$ cat src/rtl/chacha_core.sv
// ChaCha block core: round scheduler around four pipelined quarter-round lanes, then feed-forward.
// Define CHACHA_CORE_FEEDFORWARD_EN to add the input state to the permuted state; otherwise the permuted state is emitted.

// One ChaCha quarter round split into four register stages.
// Latency 4 cycles while clk_en_i is high; no backpressure, the caller schedules around the fixed latency.
module chacha_qr4 (
   input  logic        clk,
   input  logic        clk_en_i,
   input  logic [31:0] a_i,
   input  logic [31:0] b_i,
   input  logic [31:0] c_i,
   input  logic [31:0] d_i,
   output logic [31:0] a_o,
   output logic [31:0] b_o,
   output logic [31:0] c_o,
   output logic [31:0] d_o
);
   // Packed as {d, c, b, a}: index 0 = a .. 3 = d.
   logic [3:0][31:0] st1_q, st1_d;
   logic [3:0][31:0] st2_q, st2_d;
   logic [3:0][31:0] st3_q, st3_d;
   logic [3:0][31:0] st4_q, st4_d;
   logic [31:0]      sum1, sum2, sum3, sum4;
   logic [31:0]      x1, x2, x3, x4;

   always_comb begin
      sum1     = a_i + b_i;
      x1       = d_i ^ sum1;
      st1_d[0] = sum1;
      st1_d[1] = b_i;
      st1_d[2] = c_i;
      st1_d[3] = {x1[15:0], x1[31:16]};

      sum2     = st1_q[2] + st1_q[3];
      x2       = st1_q[1] ^ sum2;
      st2_d[0] = st1_q[0];
      st2_d[1] = {x2[19:0], x2[31:20]};
      st2_d[2] = sum2;
      st2_d[3] = st1_q[3];

      sum3     = st2_q[0] + st2_q[1];
      x3       = st2_q[3] ^ sum3;
      st3_d[0] = sum3;
      st3_d[1] = st2_q[1];
      st3_d[2] = st2_q[2];
      st3_d[3] = {x3[23:0], x3[31:24]};

      sum4     = st3_q[2] + st3_q[3];
      x4       = st3_q[1] ^ sum4;
      st4_d[0] = st3_q[0];
      st4_d[1] = {x4[24:0], x4[31:25]};
      st4_d[2] = sum4;
      st4_d[3] = st3_q[3];
   end

   always_ff @(posedge clk) begin
      if (clk_en_i) begin
         st1_q <= st1_d;
         st2_q <= st2_d;
         st3_q <= st3_d;
         st4_q <= st4_d;
      end
   end

   assign a_o = st4_q[0];
   assign b_o = st4_q[1];
   assign c_o = st4_q[2];
   assign d_o = st4_q[3];
endmodule

// Runs 2*ROUNDS half-rounds of 5 cycles each on one block, then one ADD cycle.
// Latency: accept edge to out_valid = 10*ROUNDS+1 edges; one block in flight.
// Backpressure: out_state held in DONE until out_ready; in_ready only while IDLE.
module chacha_core #(
   parameter int ROUNDS = 4
) (
   input  logic         clk,
   input  logic         rst,
   input  logic         in_valid,
   output logic         in_ready,
   input  logic [511:0] in_state,
   output logic         out_valid,
   input  logic         out_ready,
   output logic [511:0] out_state,
   output logic         busy
);
   typedef enum logic [1:0] {IDLE, RUN, ADD, DONE} state_t;

   localparam logic [4:0] LAST_HALF = 5'(2 * ROUNDS - 1);

   state_t            state_q, state_d;
   logic [2:0]        phase_q, phase_d;
   logic [4:0]        half_q, half_d;
   logic [15:0][31:0] work_q, work_d;
   logic [511:0]      out_state_q, out_state_d;
`ifdef CHACHA_CORE_FEEDFORWARD_EN
   logic [15:0][31:0] init_q, init_d;
`endif
   logic [3:0][31:0]  qa_in, qb_in, qc_in, qd_in;
   logic [3:0][31:0]  qa_out, qb_out, qc_out, qd_out;

   // Word index of element j (a..d) in lane k; odd halves rotate the column by j for the diagonals.
   function automatic logic [3:0] lane_idx(input logic odd, input logic [1:0] k, input logic [1:0] j);
      logic [1:0] col;
      col = odd ? k + j : k;
      return {j, col};
   endfunction

   always_comb begin
      for (int k = 0; k < 4; k++) begin
         qa_in[k] = work_q[lane_idx(half_q[0], 2'(k), 2'd0)];
         qb_in[k] = work_q[lane_idx(half_q[0], 2'(k), 2'd1)];
         qc_in[k] = work_q[lane_idx(half_q[0], 2'(k), 2'd2)];
         qd_in[k] = work_q[lane_idx(half_q[0], 2'(k), 2'd3)];
      end
   end

   for (genvar g = 0; g < 4; g++) begin : g_lane
      chacha_qr4 u_qr (
         .clk      (clk),
         .clk_en_i (1'b1),
         .a_i      (qa_in[g]),
         .b_i      (qb_in[g]),
         .c_i      (qc_in[g]),
         .d_i      (qd_in[g]),
         .a_o      (qa_out[g]),
         .b_o      (qb_out[g]),
         .c_o      (qc_out[g]),
         .d_o      (qd_out[g])
      );
   end

   always_comb begin
      state_d     = state_q;
      phase_d     = phase_q;
      half_d      = half_q;
      work_d      = work_q;
      out_state_d = out_state_q;
`ifdef CHACHA_CORE_FEEDFORWARD_EN
      init_d      = init_q;
`endif
      unique case (state_q)
         IDLE: begin
            if (in_valid) begin
               state_d = RUN;
               phase_d = '0;
               half_d  = '0;
               work_d  = in_state;
`ifdef CHACHA_CORE_FEEDFORWARD_EN
               init_d  = in_state;
`endif
            end
         end
         RUN: begin
            // Phase 4: lane outputs now hold the words sampled at phase 0.
            if (phase_q == 3'd4) begin
               for (int k = 0; k < 4; k++) begin
                  work_d[lane_idx(half_q[0], 2'(k), 2'd0)] = qa_out[k];
                  work_d[lane_idx(half_q[0], 2'(k), 2'd1)] = qb_out[k];
                  work_d[lane_idx(half_q[0], 2'(k), 2'd2)] = qc_out[k];
                  work_d[lane_idx(half_q[0], 2'(k), 2'd3)] = qd_out[k];
               end
               phase_d = '0;
               if (half_q == LAST_HALF) begin
                  state_d = ADD;
                  half_d  = '0;
               end else begin
                  half_d = half_q + 5'd1;
               end
            end else begin
               phase_d = phase_q + 3'd1;
            end
         end
         ADD: begin
`ifdef CHACHA_CORE_FEEDFORWARD_EN
            for (int i = 0; i < 16; i++) begin
               out_state_d[32*i +: 32] = work_q[i] + init_q[i];
            end
`else
            out_state_d = work_q;
`endif
            state_d = DONE;
         end
         DONE: begin
            if (out_ready) begin
               state_d = IDLE;
            end
         end
         default: state_d = IDLE;
      endcase
   end

   always_ff @(posedge clk) begin
      if (rst) begin
         state_q     <= IDLE;
         phase_q     <= '0;
         half_q      <= '0;
         out_state_q <= '0;
      end else begin
         state_q     <= state_d;
         phase_q     <= phase_d;
         half_q      <= half_d;
         out_state_q <= out_state_d;
      end
      work_q <= work_d;
`ifdef CHACHA_CORE_FEEDFORWARD_EN
      init_q <= init_d;
`endif
   end

   assign in_ready  = (state_q == IDLE);
   assign out_valid = (state_q == DONE);
   assign busy      = (state_q != IDLE);
   assign out_state = out_state_q;
endmodule

$ cat config.mk
export PLATFORM = sky130hd
export DESIGN_NAME = chacha_core
export DESIGN_NICKNAME = d
export VERILOG_FILES = /design/src/rtl/chacha_core.sv
export SDC_FILE = /design/constraint.sdc
export NUM_CORES = 2
export LEC_CHECK = 0
export BUFFER_PORTS_ARGS = -buffer_cell sky130_fd_sc_hd__buf_4
export CAP_MARGIN = 15
export CORE_MARGIN = 2
export CORE_UTILIZATION = 54
export DETAILED_ROUTE_END_ITERATION = 16
export HOLD_SLACK_MARGIN = 0.1
export PLACE_DENSITY = 0.76
export SYNTH_ARGS = -nofsm -noshare
export SYNTH_HDL_FRONTEND = slang
export SYNTH_SLANG_ARGS = --single-unit
$ cat constraint.sdc
create_clock -name clk -period 11.8 [get_ports clk]
set_clock_uncertainty 0.1 [all_clocks]
set_input_delay 1.18 -clock clk [delete_from_list [all_inputs] [get_ports clk]]
set_output_delay 1.18 -clock clk [all_outputs]
set_load 0.02 [all_outputs]
* Word-level counts from Yosys, hierarchy flattened
Index checks and enable logic that the tools add are counted.
** Word-level totals
- Logic and storage cells :: 256
- Output and inout bits :: 515
- Input bits :: 516
- Register bits :: 3082
** Cells by class
- Mux-type cells :: 87
- $lt $le $gt $ge :: 24
- Add/sub/neg operators :: 18
- Reduce and logical (&&, ||, !) cells :: 18
- Bitwise logic cells :: 16
- Eq/ne operators :: 9
** Operators by type and width (number)
- bitwise mux 512 bit :: 12
- 2-to-1 mux 512 bit :: 2
- case mux 512 bit (2 select lines) :: 1
- binary-select mux 32 bit (select 2 bit) :: 12
- demux 32 bit (select 2 bit) :: 12
- 2-to-1 mux 32 bit :: 24
- adder 32 bit :: 16
- bitwise XOR 32 bit :: 16
- less-than comparator 4 x 5 -> 1 bit, second input constant :: 8
- >= comparator 4 x 1 -> 1 bit, second input constant :: 8
- 2-to-1 mux 2 bit :: 12
- less-than comparator 3 x 5 -> 1 bit, second input constant :: 4
- 2-to-1 mux 5 bit :: 3
- >= comparator 3 x 1 -> 1 bit, second input constant :: 4
- logical AND 1 bit :: 12
- case mux 5 bit (2 select lines) :: 1
- case mux 2 bit (4 select lines) :: 1
- 2-to-1 mux 3 bit :: 2
- != test 2 bit, second input constant :: 3
- case mux 3 bit (2 select lines) :: 1
- adder 5 x 1 -> 5 bit, second input constant :: 1
- == test 5 x 3 -> 1 bit, second input constant :: 1
- == test 2 bit, second input constant :: 2
- 2-to-1 mux 1 bit :: 4
- 9 further kinds :: 10

* Logic depth before layout (Yosys ltp)
- Depth after elaboration :: 19
- Depth in mapped cells :: 17
- Gate-level depth less buffers :: 13

* Hierarchy
A second synthesis with hierarchy kept.
** Second synthesis, totals
- Cells, all modules :: 10480
- Area, all modules :: 142231.4 um^2
** Modules (own cells, without submodules)
- chacha_core :: area each 47782.1 um^2, seq. area each 25824.8 um^2, times used 1, cells each 4081
- chacha_qr4 (g_lane[0].u_qr ...) :: area each 23777.8 um^2, seq. area each 15374.7 um^2, times used 2, cells each 1614
- chacha_qr4 (g_lane[1].u_qr) :: area each 23671.5 um^2, seq. area each 15374.7 um^2, times used 1, cells each 1620
- chacha_qr4 (g_lane[3].u_qr) :: area each 23222.3 um^2, seq. area each 15374.7 um^2, times used 1, cells each 1551

* Worst setup path after synthesis
OpenSTA, ideal clock, no wires.
- Path type :: input-to-reg
- Start point :: in in_valid
- End point :: reg half_q[4]
- Buffers on the path :: 0
- Data required time :: 11.632 ns
- Setup slack :: -0.028 ns
- Arrival :: 11.660 ns
- Setup time :: 0.068 ns
- Stages on the path :: 7
- Cells stage by stage :: nand2b_1 > o21ai_0 > or2_2 > inv_1 > nand4_1 > xor2_1 > nor2_1
** On the way
- Word-level cells in the longest chain between the ends :: 2
** Ends and longest elaborated chain
- start: declaration :: line 79 : input logic in_valid,
- != test 2 bit (no line)
- AND reduction 3 bit (no line)
- end signal: assignment :: line 202 : half_q <= half_d;
- end: declaration :: line 93 : logic [4:0] half_q, half_d;
Every way passes these cells.
A chain may end at the register's enable or synchronous reset.

* Final worst setup path
- Start point :: reg half_q[0]
- End point :: reg g_lane[2].u_qr.st1_q[104] (netlist name)
** On the way
- Word-level cells in the longest chain between the ends :: 5
- Elaborated cells between the ends (all ways) :: 8
- Those cells by class :: add/sub (1); mux (6); bitwise (1)
** Ends and longest elaborated chain
- 2-to-1 mux 1 bit :: line 105 : col = odd ? k + j : k;
- binary-select mux 32 bit (select 2 bit) :: line 112 : qb_in[k] = work_q[lane_idx(half_q[0], 2'(k), 2'd1)];
- 2-to-1 mux 32 bit (implied by the code) :: line 112
- net g_lane[2].u_qr.b_i[0] :: line 10 : input logic [31:0] b_i,
- adder 32 bit :: line 27 : sum1 = a_i + b_i;
- net g_lane[2].u_qr.sum1[24] :: line 23 : logic [31:0] sum1, sum2, sum3, sum4;
- bitwise XOR 32 bit :: line 28 : x1 = d_i ^ sum1;
- net g_lane[2].u_qr.x1[24] :: line 24 : logic [31:0] x1, x2, x3, x4;
- end signal: assignment :: line 58 : st1_q <= st1_d;
- end: declaration :: line 19 : logic [3:0][31:0] st1_q, st1_d;
The timed path passes the listed nets, and every way through them passes these cells. The select of a mux whose other input is x is not followed.

==> metrics.cfg <==
[clock_network]
post_cts_buffers = 0
clk_pin_slew_ns = 0.07
root_buffer = clkbuf_16
htree_levels = 5
cts.hold.buffers_added = 0
cts_tree = built
cts_buffer_depth = 4
cts_resized = 0
clock-sinks = 3082
cts_buffers = 322
clock_latency_ns = 1.00

[synth]
ys_seq_elements = 3082
synthesis.area_sq_um = 118000
synth_edf_count = 512
netlist_instances = 10100
synth_top_flop_cell = dfxtp_1
syn_area_per_cell_sq_um = 11.7
yosysSeqAreaShare = 0.567
yosysWarnings = 0
async_reset_ff_frac = 0
ys_types = 97
syn_nets = 11100

[hold_path]
hold_path_end = g_lane[1].u_qr.st2_q[9]$_DFF_P_
whs_path_depth = 0
hold_start = g_lane[1].u_qr.st1_q[9]$_DFF_P_
min_path_type = reg -> reg

[detailed_routing]
wl_per_cell_um = 41.2
dr.pass1.iters = 10
drtAntennaViolNets = 0
vias = 94300
totalWireLength_mm = 593
drt_iter0_drc = 16100
vias_per_cell = 6.54
route.detailed.drc = 0

[timing]
rsz0062_at_grt = no
slew_headroom = 0.0883
drv_slew = 0
min_period_ns = 6.02
hold_violations = 0
max_freq_mhz = 166
tns_ns = 0
worst_pin_slew_ns = 1.36
setup_viol = 0
post-route-period-util = 0.510

[worst_setup_path]
slowest_stage = buf_4
arrival_ns = 6.69
crit_fanout = 82
critPathLaunchType = flip-flop
critPathKind = reg -> reg
crit_chain = buf_12, buf_4, mux2_2, ha_1, fa_1, a21o_1, a21oi_1, o211ai_1, a31oi_1, o211ai_1, and2_1, a31oi_1, xnor2_1, xnor2_1
cp.required_ns = 12.47
worst_r2r_endpoint = g_lane[2].u_qr.st1_q[104]$_DFF_P_
cpPeakStageDelay_ns = 0.79
r2r_start = half_q[0]$_SDFFE_PP0P_
rr_worst_depth = 14
end_kind = flip-flop
reg2reg_slack_ns = 5.78

[run]
maxCapViolations = 0

[cells_and_area]
fillers = 16100
final_layout_size_suffix_gt1_frac = 0.183
syn_to_final_growth_pct = 18.6
nNetsFinal = 12200

[floorplan]
die_h_um = 471
core_sq_um = 217000
initial_core_util = 0.543
rows = 171
io_pins = 1031
die_area_sq_um = 222000
die_x_um = 471

[run_status]
status = completed

[global_route]
grt_usage = 0.515
antenna_found_initial = 161
grt_first_pass_wirelength_mm = 763
grt-ovfl-total = 0
first_global_vias = 85500
grt_max_degree = 166

[place]
numPortBuffers = 1030
gp_congestion = 1.16
hpwl_mm = 488

## worst max path at each step
| stage | startpoint | slack, ns | to | cells past startpoint |
|---|---|---|---|---|
| after floorplan | in_valid | 2.80 | work_q[0]$_DFFE_PP_ | 4 |
| after global placement | half_q[0]$_SDFFE_PP0P_ | 6.25 | g_lane[2].u_qr.st1_q[100]$_DFF_P_ | 14 |
| after detailed placement | half_q[0]$_SDFFE_PP0P_ | 6.19 | g_lane[2].u_qr.st1_q[100]$_DFF_P_ | 14 |
| after CTS | half_q[0]$_SDFFE_PP0P_ | 6.09 | g_lane[2].u_qr.st1_q[100]$_DFF_P_ | 14 |
| after global routing | half_q[0]$_SDFFE_PP0P_ | 5.76 | g_lane[2].u_qr.st1_q[100]$_DFF_P_ | 14 |
| final | half_q[0]$_SDFFE_PP0P_ | 5.78 | g_lane[2].u_qr.st1_q[104]$_DFF_P_ | 14 |
## cell usage after synthesis, drive strengths merged (49+ instances only)
cell type	number	area, sq um
xnor2	437	3850
inv	93	349
mux2i	1027	10300
nand2	242	908
a211oi	71	563
ha	503	6290
nor2	1133	4250
xor2	533	4670
edfxtp	512	15400
o21a	56	420
a21oi	821	4120
a21o	284	2130
nand3	77	385
buf	114	434
nand2b	49	307
nor3	53	270
dfxtp	2570	51400
o21bai	57	428
clkbuf	258	970
nand4	57	357
mux2	382	4300
o21ai	252	1280
a31oi	54	344
## through the flow
step	instances	area [sq um]	setup WS (ns)	hold WS, ns	utilization
6_report	14400	140000	5.78	0.203	0.644
5_1_grt	14300	139000	5.76	0.201	0.642
4_1_cts	14300	139000	6.09	0.192	0.641
3_5_place_dp	13700	129000	6.19	0.212	0.593
3_3_place_gp	13700	129000	6.25	0.210	0.592
2_1_floorplan	10100	118000	2.80	0.210	-
## cells in the final DEF, fill, tap and decap left out, types with 38 or more instances in the layout
master,n
diode_2,139
edfxtp_1,512
buf_4,1104
o21bai_1,57
ha_1,501
mux2i_1,1008
nand2b_1,49
nand2_1,242
nor2_1,1133
nand3_1,77
clkbuf_8,53
a31oi_1,53
a211oi_1,65
clkbuf_1,63
clkinv_2,44
o21a_1,56
nand4_1,57
and3_1,38
a21o_1,284
dfxtp_1,2569
xor2_1,533
o21ai_0,224
clkbuf_16,335
mux2_2,382
a21oi_1,817
o211ai_1,41
nor2b_1,40
inv_1,91
nor3_1,52
xnor2_1,433
## layout make-up
cell class	count	area (sq um)	share of cell area
Multi-Input combinational cell	6554	49400	0.354
Sequential cell	3082	66800	0.478
Clock buffer	450	9340	0.0668
Inverter	93	354	0.00253
Tap cell	2854	3570	0.0255
Clock inverter	122	1270	0.00911
Timing Repair Buffer	1125	8640	0.0618
Antenna cell	139	348	0.00249
## critical path: cells and delay by family (launching register included)
kind,cells,cell delay (ns)
AOI/OAI and AO/OA,6,1.73
xor gates and xnor gates,2,0.31
adders and majority gates,2,0.66
buffers and inverters,2,1.25
DFF,1,0.71
muxes,1,0.43
and+or+nand+nor,1,0.27
## per-layer routing
metal  global-route usage  up-vias  wire length [um]
met5              0.00887        -               529
met3                0.200     1993             85800
li1                     -    37900                 -
met4                0.443       48             62400
met1                0.636    46000            212000
met2                0.700     8368            233000
## state kept, by name (all words and copies together) (netlist names)
signal             flops
g_lane.u_qr.a_o      128
g_lane.u_qr.b_o      128
g_lane.u_qr.c_o      128
g_lane.u_qr.d_o      128
g_lane.u_qr.st1_q    512
g_lane.u_qr.st2_q    512
g_lane.u_qr.st3_q    512
half_q                 5
out_state            512
phase_q                3
state_q                2
work_q               512
## cells by family (layout without fill, tap and decap cells)
| family | after synthesis | after routing | share of synthesized area |
|---|---|---|---|
| compound gates | 1852 | 1852 | 0.0983 |
| simple gates | 1787 | 1787 | 0.0648 |
| xor+xnor | 987 | 987 | 0.0756 |
| fa+ha+maj | 519 | 519 | 0.0561 |
| mux | 1409 | 1409 | 0.124 |
| other cells | 0 | 139 | 0 |
| flops | 3082 | 3082 | 0.567 |
| buf+inv | 465 | 1790 | 0.0149 |
Power is not shown: default switching activity piles up to over one toggle a cycle in this logic, so the estimate is an artifact.
